[src/rtl/echo_mixer_if.sv]
// Stereo echo mixer bus: dry sample in, SRAM delay-line handshake, mixed sample out.
interface echo_mixer_if;
  logic [31:0] sample_in;
  logic        sample_valid;
  logic        bypass;
  logic        clr_overrun;
  logic [31:0] sram_data;
  logic        rw_trigger;
  logic [31:0] write_data;
  logic        ready;
  logic [31:0] mix_out;
  logic        mix_valid;
  logic        overrun;

  modport master (
    output sample_in, sample_valid, bypass, clr_overrun, sram_data,
    input  rw_trigger, write_data, ready, mix_out, mix_valid, overrun
  );

  modport slave (
    input  sample_in, sample_valid, bypass, clr_overrun, sram_data,
    output rw_trigger, write_data, ready, mix_out, mix_valid, overrun
  );
endinterface

[src/rtl/echo_mixer.sv]
// Echo mixer: one SRAM read-then-write per accepted sample, mixing the dry sample
// with the attenuated delayed sample per 16-bit lane with saturation.
module echo_mixer #(
  parameter int SRAM_LAT  = 6,
  parameter int CYCLE_LEN = 10,
  parameter int WET_SHIFT = 1
) (
  input logic         clk,
  input logic         n_rst,
  echo_mixer_if.slave bus
);

  typedef enum logic [2:0] {
    IDLE = 3'd0,
    TRIG = 3'd1,
    WAIT = 3'd2,
    MIX  = 3'd3,
    OUT  = 3'd4,
    HOLD = 3'd5
  } state_t;

  localparam logic [3:0] LAT_CNT  = 4'(SRAM_LAT);
  // cnt is compared before its increment, so HOLD exits one count early to land IDLE on time
  localparam logic [3:0] HOLD_END = 4'(CYCLE_LEN - 1);

  state_t      state_r;
  state_t      state_s;
  logic [3:0]  cnt_r;
  logic [31:0] write_data_r;
  logic [31:0] dry_r;
  logic [31:0] wet_r;
  logic [31:0] mix_out_r;
  logic        rw_trigger_r;
  logic        mix_valid_r;
  logic        ready_r;
  logic        overrun_r;
  logic        accept_s;
  logic        drop_s;

  function automatic logic [15:0] mix_lane(input logic [15:0] dry, input logic [15:0] wet);
    logic signed [16:0] dry_x;
    logic signed [16:0] wet_x;
    logic signed [16:0] sum;
    dry_x = signed'({dry[15], dry});
    wet_x = signed'({wet[15], wet}) >>> WET_SHIFT;
    sum   = dry_x + wet_x;
    if (sum > 17'sd32767) begin
      return 16'h7FFF;
    end else if (sum < -17'sd32768) begin
      return 16'h8000;
    end else begin
      return sum[15:0];
    end
  endfunction

  assign accept_s = bus.sample_valid && (state_r == IDLE);
  assign drop_s   = bus.sample_valid && !ready_r;

  // Next-state selection
  always_comb begin
    state_s = state_r;
    case (state_r)
      IDLE: begin
        if (bus.sample_valid) state_s = TRIG;
        else                  state_s = IDLE;
      end
      TRIG: state_s = WAIT;
      WAIT: begin
        if (cnt_r == LAT_CNT) state_s = MIX;
        else                  state_s = WAIT;
      end
      MIX:  state_s = OUT;
      OUT:  state_s = HOLD;
      HOLD: begin
        if (cnt_r == HOLD_END) state_s = IDLE;
        else                   state_s = HOLD;
      end
      default: state_s = IDLE;
    endcase
  end

  // State, counter, datapath and registered outputs
  always_ff @(posedge clk or negedge n_rst) begin
    if (!n_rst) begin
      state_r      <= IDLE;
      cnt_r        <= 4'd0;
      write_data_r <= 32'd0;
      dry_r        <= 32'd0;
      wet_r        <= 32'd0;
      mix_out_r    <= 32'd0;
      rw_trigger_r <= 1'b0;
      mix_valid_r  <= 1'b0;
      ready_r      <= 1'b1;
      overrun_r    <= 1'b0;
    end else begin
      state_r      <= state_s;
      rw_trigger_r <= accept_s;
      mix_valid_r  <= (state_r == MIX);
      ready_r      <= (state_s == IDLE);
      overrun_r    <= drop_s || (overrun_r && !bus.clr_overrun);

      case (state_r)
        IDLE:    cnt_r <= 4'd0;
        TRIG:    cnt_r <= 4'd1;
        default: cnt_r <= cnt_r + 4'd1;
      endcase

      if (accept_s) begin
        write_data_r <= bus.sample_in;
        dry_r        <= bus.sample_in;
      end

      if ((state_r == WAIT) && (cnt_r == LAT_CNT)) begin
        wet_r <= bus.sram_data;
      end

      if (state_r == MIX) begin
        if (bus.bypass) mix_out_r <= dry_r;
        else            mix_out_r <= {mix_lane(dry_r[31:16], wet_r[31:16]),
                                      mix_lane(dry_r[15:0],  wet_r[15:0])};
      end
    end
  end

  assign bus.rw_trigger = rw_trigger_r;
  assign bus.write_data = write_data_r;
  assign bus.ready      = ready_r;
  assign bus.mix_out    = mix_out_r;
  assign bus.mix_valid  = mix_valid_r;
  assign bus.overrun    = overrun_r;

endmodule

[src/flat_wrapper.sv]
// flat-port wrapper written by rule: the top's interface ports become plain ports
module echo_mixer_flat 
#(
  parameter int SRAM_LAT  = 6,
  parameter int CYCLE_LEN = 10,
  parameter int WET_SHIFT = 1
)
  (clk, n_rst, bus_sample_in, bus_sample_valid, bus_bypass, bus_clr_overrun, bus_sram_data, bus_rw_trigger, bus_write_data, bus_ready, bus_mix_out, bus_mix_valid, bus_overrun);
  echo_mixer_if bus_i ();
  input logic clk;
  input logic n_rst;
  input wire logic [$bits(bus_i.sample_in)-1:0] bus_sample_in;
  input wire logic [$bits(bus_i.sample_valid)-1:0] bus_sample_valid;
  input wire logic [$bits(bus_i.bypass)-1:0] bus_bypass;
  input wire logic [$bits(bus_i.clr_overrun)-1:0] bus_clr_overrun;
  input wire logic [$bits(bus_i.sram_data)-1:0] bus_sram_data;
  output wire logic [$bits(bus_i.rw_trigger)-1:0] bus_rw_trigger;
  output wire logic [$bits(bus_i.write_data)-1:0] bus_write_data;
  output wire logic [$bits(bus_i.ready)-1:0] bus_ready;
  output wire logic [$bits(bus_i.mix_out)-1:0] bus_mix_out;
  output wire logic [$bits(bus_i.mix_valid)-1:0] bus_mix_valid;
  output wire logic [$bits(bus_i.overrun)-1:0] bus_overrun;
  assign bus_i.sample_in = bus_sample_in;
  assign bus_i.sample_valid = bus_sample_valid;
  assign bus_i.bypass = bus_bypass;
  assign bus_i.clr_overrun = bus_clr_overrun;
  assign bus_i.sram_data = bus_sram_data;
  assign bus_rw_trigger = bus_i.rw_trigger;
  assign bus_write_data = bus_i.write_data;
  assign bus_ready = bus_i.ready;
  assign bus_mix_out = bus_i.mix_out;
  assign bus_mix_valid = bus_i.mix_valid;
  assign bus_overrun = bus_i.overrun;
  echo_mixer #(.SRAM_LAT(SRAM_LAT), .CYCLE_LEN(CYCLE_LEN), .WET_SHIFT(WET_SHIFT)) u_core (.clk(clk), .n_rst(n_rst), .bus(bus_i));
endmodule
[config.mk]
export PLATFORM = sky130hd
export DESIGN_NAME = echo_mixer_flat
export DESIGN_NICKNAME = d
export VERILOG_FILES = /design/src/rtl/echo_mixer_if.sv /design/src/rtl/echo_mixer.sv /design/src/flat_wrapper.sv
export SDC_FILE = /design/constraint.sdc
export NUM_CORES = 1
export LEC_CHECK = 0
export CAP_MARGIN = 30
export CORE_ASPECT_RATIO = 1.2
export CORE_MARGIN = 1
export CORE_UTILIZATION = 45
export CTS_BUF_LIST = sky130_fd_sc_hd__clkbuf_8 sky130_fd_sc_hd__clkbuf_16
export DETAILED_ROUTE_END_ITERATION = 16
export DONT_BUFFER_PORTS = 1
export PLACE_DENSITY = 0.64
export SLEW_MARGIN = 20
export SYNTH_ARGS = -nofsm -noshare
export SYNTH_HDL_FRONTEND = slang
export SYNTH_SLANG_ARGS = --single-unit
[constraint.sdc]
create_clock -name clk -period 3 [get_ports clk]
set_input_delay 0.3 -clock clk [delete_from_list [all_inputs] [get_ports clk]]
set_output_delay 0.3 -clock clk [all_outputs]
set_load 0.005 [all_outputs]
Word level (Yosys, flattened, before mapping)
Index checks and enable logic that the tools add are counted.
{ "word_totals": {"register_bits": 107, "out_inout_bits": 68} }
{ "op_classes": {"n_addsub": 3, "magnitude_cmp": 4, "n_eq_ne": 7, "mux": 10, "n_reduce_logical": 9} }
{ "ops": {"columns": ["cell", "n"], "rows": [
  ["$mux 16", 4],
  ["$add 16x15->17", 2],
  ["$gt 17x16->1 const B", 2],
  ["$lt 17x16->1 const B", 2],
  ["$mux 32", 1],
  ["$pmux 3 s6", 1],
  ["$pmux 4 s2", 1],
  ["$eq 3x2->1 const B", 2],
  ["$eq 3x3->1 const B", 2],
  ["$logic_not 3->1", 2],
  ["$add 4x1->4 const B", 1],
  ["$eq 4x3->1 const B", 1],
  ["$eq 4x4->1 const B", 1],
  ["$logic_and 1x1->1", 4],
  ["$eq 3x1->1 const B", 1],
  ["$mux 3", 1],
  ["$logic_not 1->1", 2],
  ["$mux 1", 2],
  ["$logic_or 1x1->1", 1]
]} }

Longest topological paths before layout
{ "depth": {"word_depth": 5, "ltp_mapped": 12, "ltp_nobuf": 10} }

Worst setup path after synthesis
Ideal clock, no wire load.
{ "synth_path": {"kind": "flip-flop to flip-flop", "start": "register u_core.dry_r[0]", "end": "register u_core.mix_out_r[8] (netlist: u_core.bus.mix_out[8])", "t_arrival_ns": 2.494, "t_required_ns": 2.914, "setup_slack_ns": 0.421, "path_stages_with_launch": 13, "n_path_buf": 2, "synth_period_minus_slack_ns": 2.579, "path_cell_list": "dfrtp_1 ha_1 inv_1 fa_1 nand2b_1 a2111oi_2 o311ai_1 nand2_1 nand2_1 or3_1 buf_2 buf_6 o221ai_2"} }
{ "synth_via": {"elab_chain_len": 5, "word_cells_on_any_way": 6} }
{ "synth_rtl": {"columns": ["element", "line", "text"], "rows": [
  ["start: declaration", "echo_mixer.sv:30", "logic [31:0] dry_r;"],
  ["start signal: assignment", "echo_mixer.sv:110", "dry_r <= bus.sample_in;"],
  ["$add 16x15->17 *", "echo_mixer.sv:46", "sum = dry_x + wet_x;"],
  ["$lt 17x16->1", "echo_mixer.sv:49", "end else if (sum < -17'sd32768) begin"],
  ["$mux 16", "echo_mixer.sv:49", null],
  ["$mux 16 *", "echo_mixer.sv:47", "if (sum > 17'sd32767) begin"],
  ["$mux 32 *", "echo_mixer.sv:118", "if (bus.bypass) mix_out_r <= dry_r;"],
  ["end signal: assignment", "echo_mixer.sv:118", null],
  ["end signal: assignment", "echo_mixer.sv:119", "else mix_out_r <= {mix_lane(dry_r[31:16], wet_r[31:16]),"],
  ["end: declaration", "echo_mixer.sv:32", "logic [31:0] mix_out_r;"]
]} }
Mark *: on every way between the ends. The rest lies on a longest branch, timed or not.
A chain may end at the register's enable or synchronous reset.

Worst setup path after layout
{ "layout_path": {"start": "register u_core.dry_r[0]", "end": "register u_core.mix_out_r[13] (netlist: u_core.bus.mix_out[13])"} }
Same word-level chain as after synthesis.

==> reports/qor.csv <==
stage,metric,value,unit
run_status,outcome,"finished, final reports clean",
global_route,grt_use_total,21.3,%
final_layout,nNetsFinal,680,
yosys,yosys.area.top_type_share,43.4,%
cts,cts.path.max_buffers,2,
critical_path,path_class,register to register,
global_route,gr-max-usage-layer,met2,
cts,numCtsBuffers,9,
die,dieHeight,129,um
worst_hold_path,hp-class,input port to register,
global_route,use_met2,37.2,%
sta,finalCritPeriodShare,91.8,%
critical_path,reg2reg_depth,11,
sta,slew-limit-headroom,62.1,%
yosys,yosys.area.top_type,dfrtp_1,
placement,pre_cts_ws,0.0589,ns
global_route,grt_max_degree,106,
final_layout,post-route-util,51.4,%
route,drtIter0Drc,201,
die,num_rows,45,
sta,whs,0.0447,ns
critical_path,r2r_end,u_core.bus.mix_out[13],
die,io_pins,137,
critical_path,cp-start-kind,register,
cts,clkSlewWorstSetupHoldPaths,0.06,ns
sta,setup_slack,0.246,ns
final_layout,drive_above_1_share,19.4,%
route,drc_errors,0,
yosys,avgSynthCellArea,10.6,sq um
sta,fin_crit,2.75,ns
cts,cts_root_buf,clkbuf_16,
run,max-cap-violations,0,
cts,clk_latency,0.35,ns
yosys,async_flop_share,100,%
placement,portBuffers,0,
sta,rsz0062_at_grt,yes,
route,drt-wirelength-per-cell,18.9,um
yosys,synth_edf_count,0,
yosys,yosysWarnings,0,
yosys,ys.flop_type,dfrtp_1,
yosys,synth_nets,673,
route,via_count,4376,
global_route,gr-total-overflow,0,
sta,worst_pin_slew,0.569,ns
die,fp.dieW,107,um
sta,fmax,0.363,GHz
die,core-area,0.0128,sq mm
yosys,synth_cell_types,65,
critical_path,r2r_start,u_core.dry_r[0],
die,die_area,0.0138,sq mm
critical_path,critPathCapture,u_core.bus.mix_out[13],
global_route,first_global_vias,4520,
critical_path,cp-end-kind,register,
sta,hold_violations,0,
yosys,synth_area,0.00600,sq mm
route,wl,14000,um
yosys,synth.yosys.seq_area_share,43.8,%
yosys,synth-seq-cells,105,
yosys,netlist_instances,567,
global_route,grt_first_pass_wirelength,22700,um
cts,tritoncts,done,
sta,fin_skew,0.00533,ns
pwr,ir_drop,0.625,mV
critical_path,crit_arrival,3.02,ns
pwr,powerDensity,1320,mW/mm^2
route,drtPass1Iterations,4,
cts,cts_sinks,105,
final_layout,stdcell_count,742,
pwr,p_leak,2.94,nW
final_layout,areaGrowthSynthToFinish,9.82,%
placement,gp_congestion,0.869,
placement,hpwlAfterDp,9990,um
sta,setup_viol,0,
yosys,synth_area_leaders,"dfrtp_1 43%, mux2_2 9.8%, ha_1 7.3%",
sta,final-max-slew-violation-count,0,
placement,dp_cells,724,
global_route,grt.met3_usage,5.78,%
worst_hold_path,whs_path_depth,1,
die,initial_core_util,46.8,%
route,ant_nets,0,
sta,setup_tns,0,ns
route,vias_per_cell,5.90,
global_route,antenna_found_initial,1,
cts,htreeDepth,3,
critical_path,critPathLaunch,u_core.dry_r[0],
critical_path,rrSetupSlack,0.25,ns
critical_path,cp_max_fo,14,
critical_path,worst_ep_required_time,3.27,ns
global_route,grtUsageMet1,24.6,%
-- cell families (layout without fill, tap and decap cells) --
| group | count (synthesis) | count (layout) | share of synthesized area (%) |
|---|---|---|---|
| other cells | 0 | 2 | 0 |
| simple gates | 127 | 127 | 10.1 |
| compound gates | 157 | 157 | 18.3 |
| mux | 63 | 63 | 11.8 |
| flops | 105 | 105 | 43.8 |
| xor+xnor | 29 | 29 | 4.23 |
| fa+ha+maj | 37 | 37 | 7.96 |
| buf+inv | 49 | 58 | 3.79 |
-- synthesized netlist by cell type (2+ instances only) --
cell type	n
nand2_1	26
buf_2	6
a211o_1	12
mux2i_1	2
o22ai_1	2
a221oi_1	2
nand3_1	10
and2_1	2
o211ai_1	4
o21bai_1	3
nor3_1	3
a31o_2	2
o211ai_2	7
a21o_1	9
o21ai_0	14
a21oi_1	57
inv_1	22
a21o_2	2
fa_1	2
a31oi_1	6
clkbuf_1	12
dfrtp_1	104
nor3b_1	3
o21ai_1	8
mux2_2	52
nand3b_1	3
buf_1	3
o221ai_2	5
nor2_1	53
o221ai_1	4
buf_6	4
nand2b_1	6
ha_1	35
xor2_1	15
nor2b_1	3
and2b_1	2
mux2_1	9
xnor2_1	14
a211oi_1	2
o21a_1	3
and3_1	10
-- cell type report --
type,count,area [sq um]
Antenna cell,2,5.00
Clock buffer,12,267
Clock inverter,1,3.75
Fill cell,1175,6240
Inverter,23,88.8
Multi-Input combinational cell,413,3190
Sequential cell,105,2630
Tap cell,164,205
Timing Repair Buffer,22,209
-- metal layers --
layer	part of all wire, %	wire [um]
met5	0	0
met4	1.5	214
met3	6.0	837
met2	52	7240
met1	41	5700
-- stage by stage --
stage,power (mW),area [sq um]
floorplan,6.39,6000
global placement,7.35,6220
detailed placement,7.52,6250
CTS,8.69,6550
global route,9.47,6590
finish,8.71,6590
-- critical path: stages, from the launching register on --
cell	delay, ns
dfrtp_1	0.35
ha_1	0.20
inv_1	0.07
fa_1	0.40
nand2b_2	0.24
a2111oi_4	0.40
o311ai_1	0.16
nand2_1	0.12
nand2_2	0.09
or3_1	0.37
buf_6	0.18
o211ai_1	0.10
-- registers in the layout, indices dropped and copies added (netlist names) --
| name | flops |
|---|---|
| u_core.bus.rw_trigger | 1 |
| u_core.wet_r | 30 |
| u_core.bus.ready | 1 |
| u_core.state_r | 3 |
| u_core.bus.mix_out | 32 |
| u_core.cnt_r | 4 |
| u_core.bus.overrun | 1 |
| u_core.bus.mix_valid | 1 |
| u_core.dry_r | 32 |
-- what timing repair did --
action | in CTS | in global routing
setup buffers | 0 | 0
gates resized for setup | 0 | 5
endpoints found under the hold margin | 105 | 0
hold buffers | 2 | 0
endpoints found under the setup margin | 0 | 22
-- cells in the final DEF (no fill, tap or decap), drive strengths merged, types with 15 or more instances in the layout --
master  count
a21oi      58
buf        21
dfrtp     104
ha         35
inv        24
mux2       61
nand2      26
nor2       53
o21ai      22
xor2       15
-- power breakdown --
part	internal, mW	total [mW]	switching, mW
sequential	2.08	2.71	0.636
clock	0.614	1.09	0.481
combinational	2.24	4.90	2.66
total	4.93	8.71	3.78
-- worst min-delay path by stage --
stage / from / endpoint
floorplan: n_rst / u_core.bus.mix_out[0]
global placement: n_rst / u_core.wet_r[14]
detailed placement: n_rst / u_core.bus.mix_out[15]
CTS: bus_clr_overrun / u_core.bus.overrun
global route: bus_clr_overrun / u_core.bus.overrun
finish: bus_clr_overrun / u_core.bus.overrun
(Power assumes the default switching activity.)
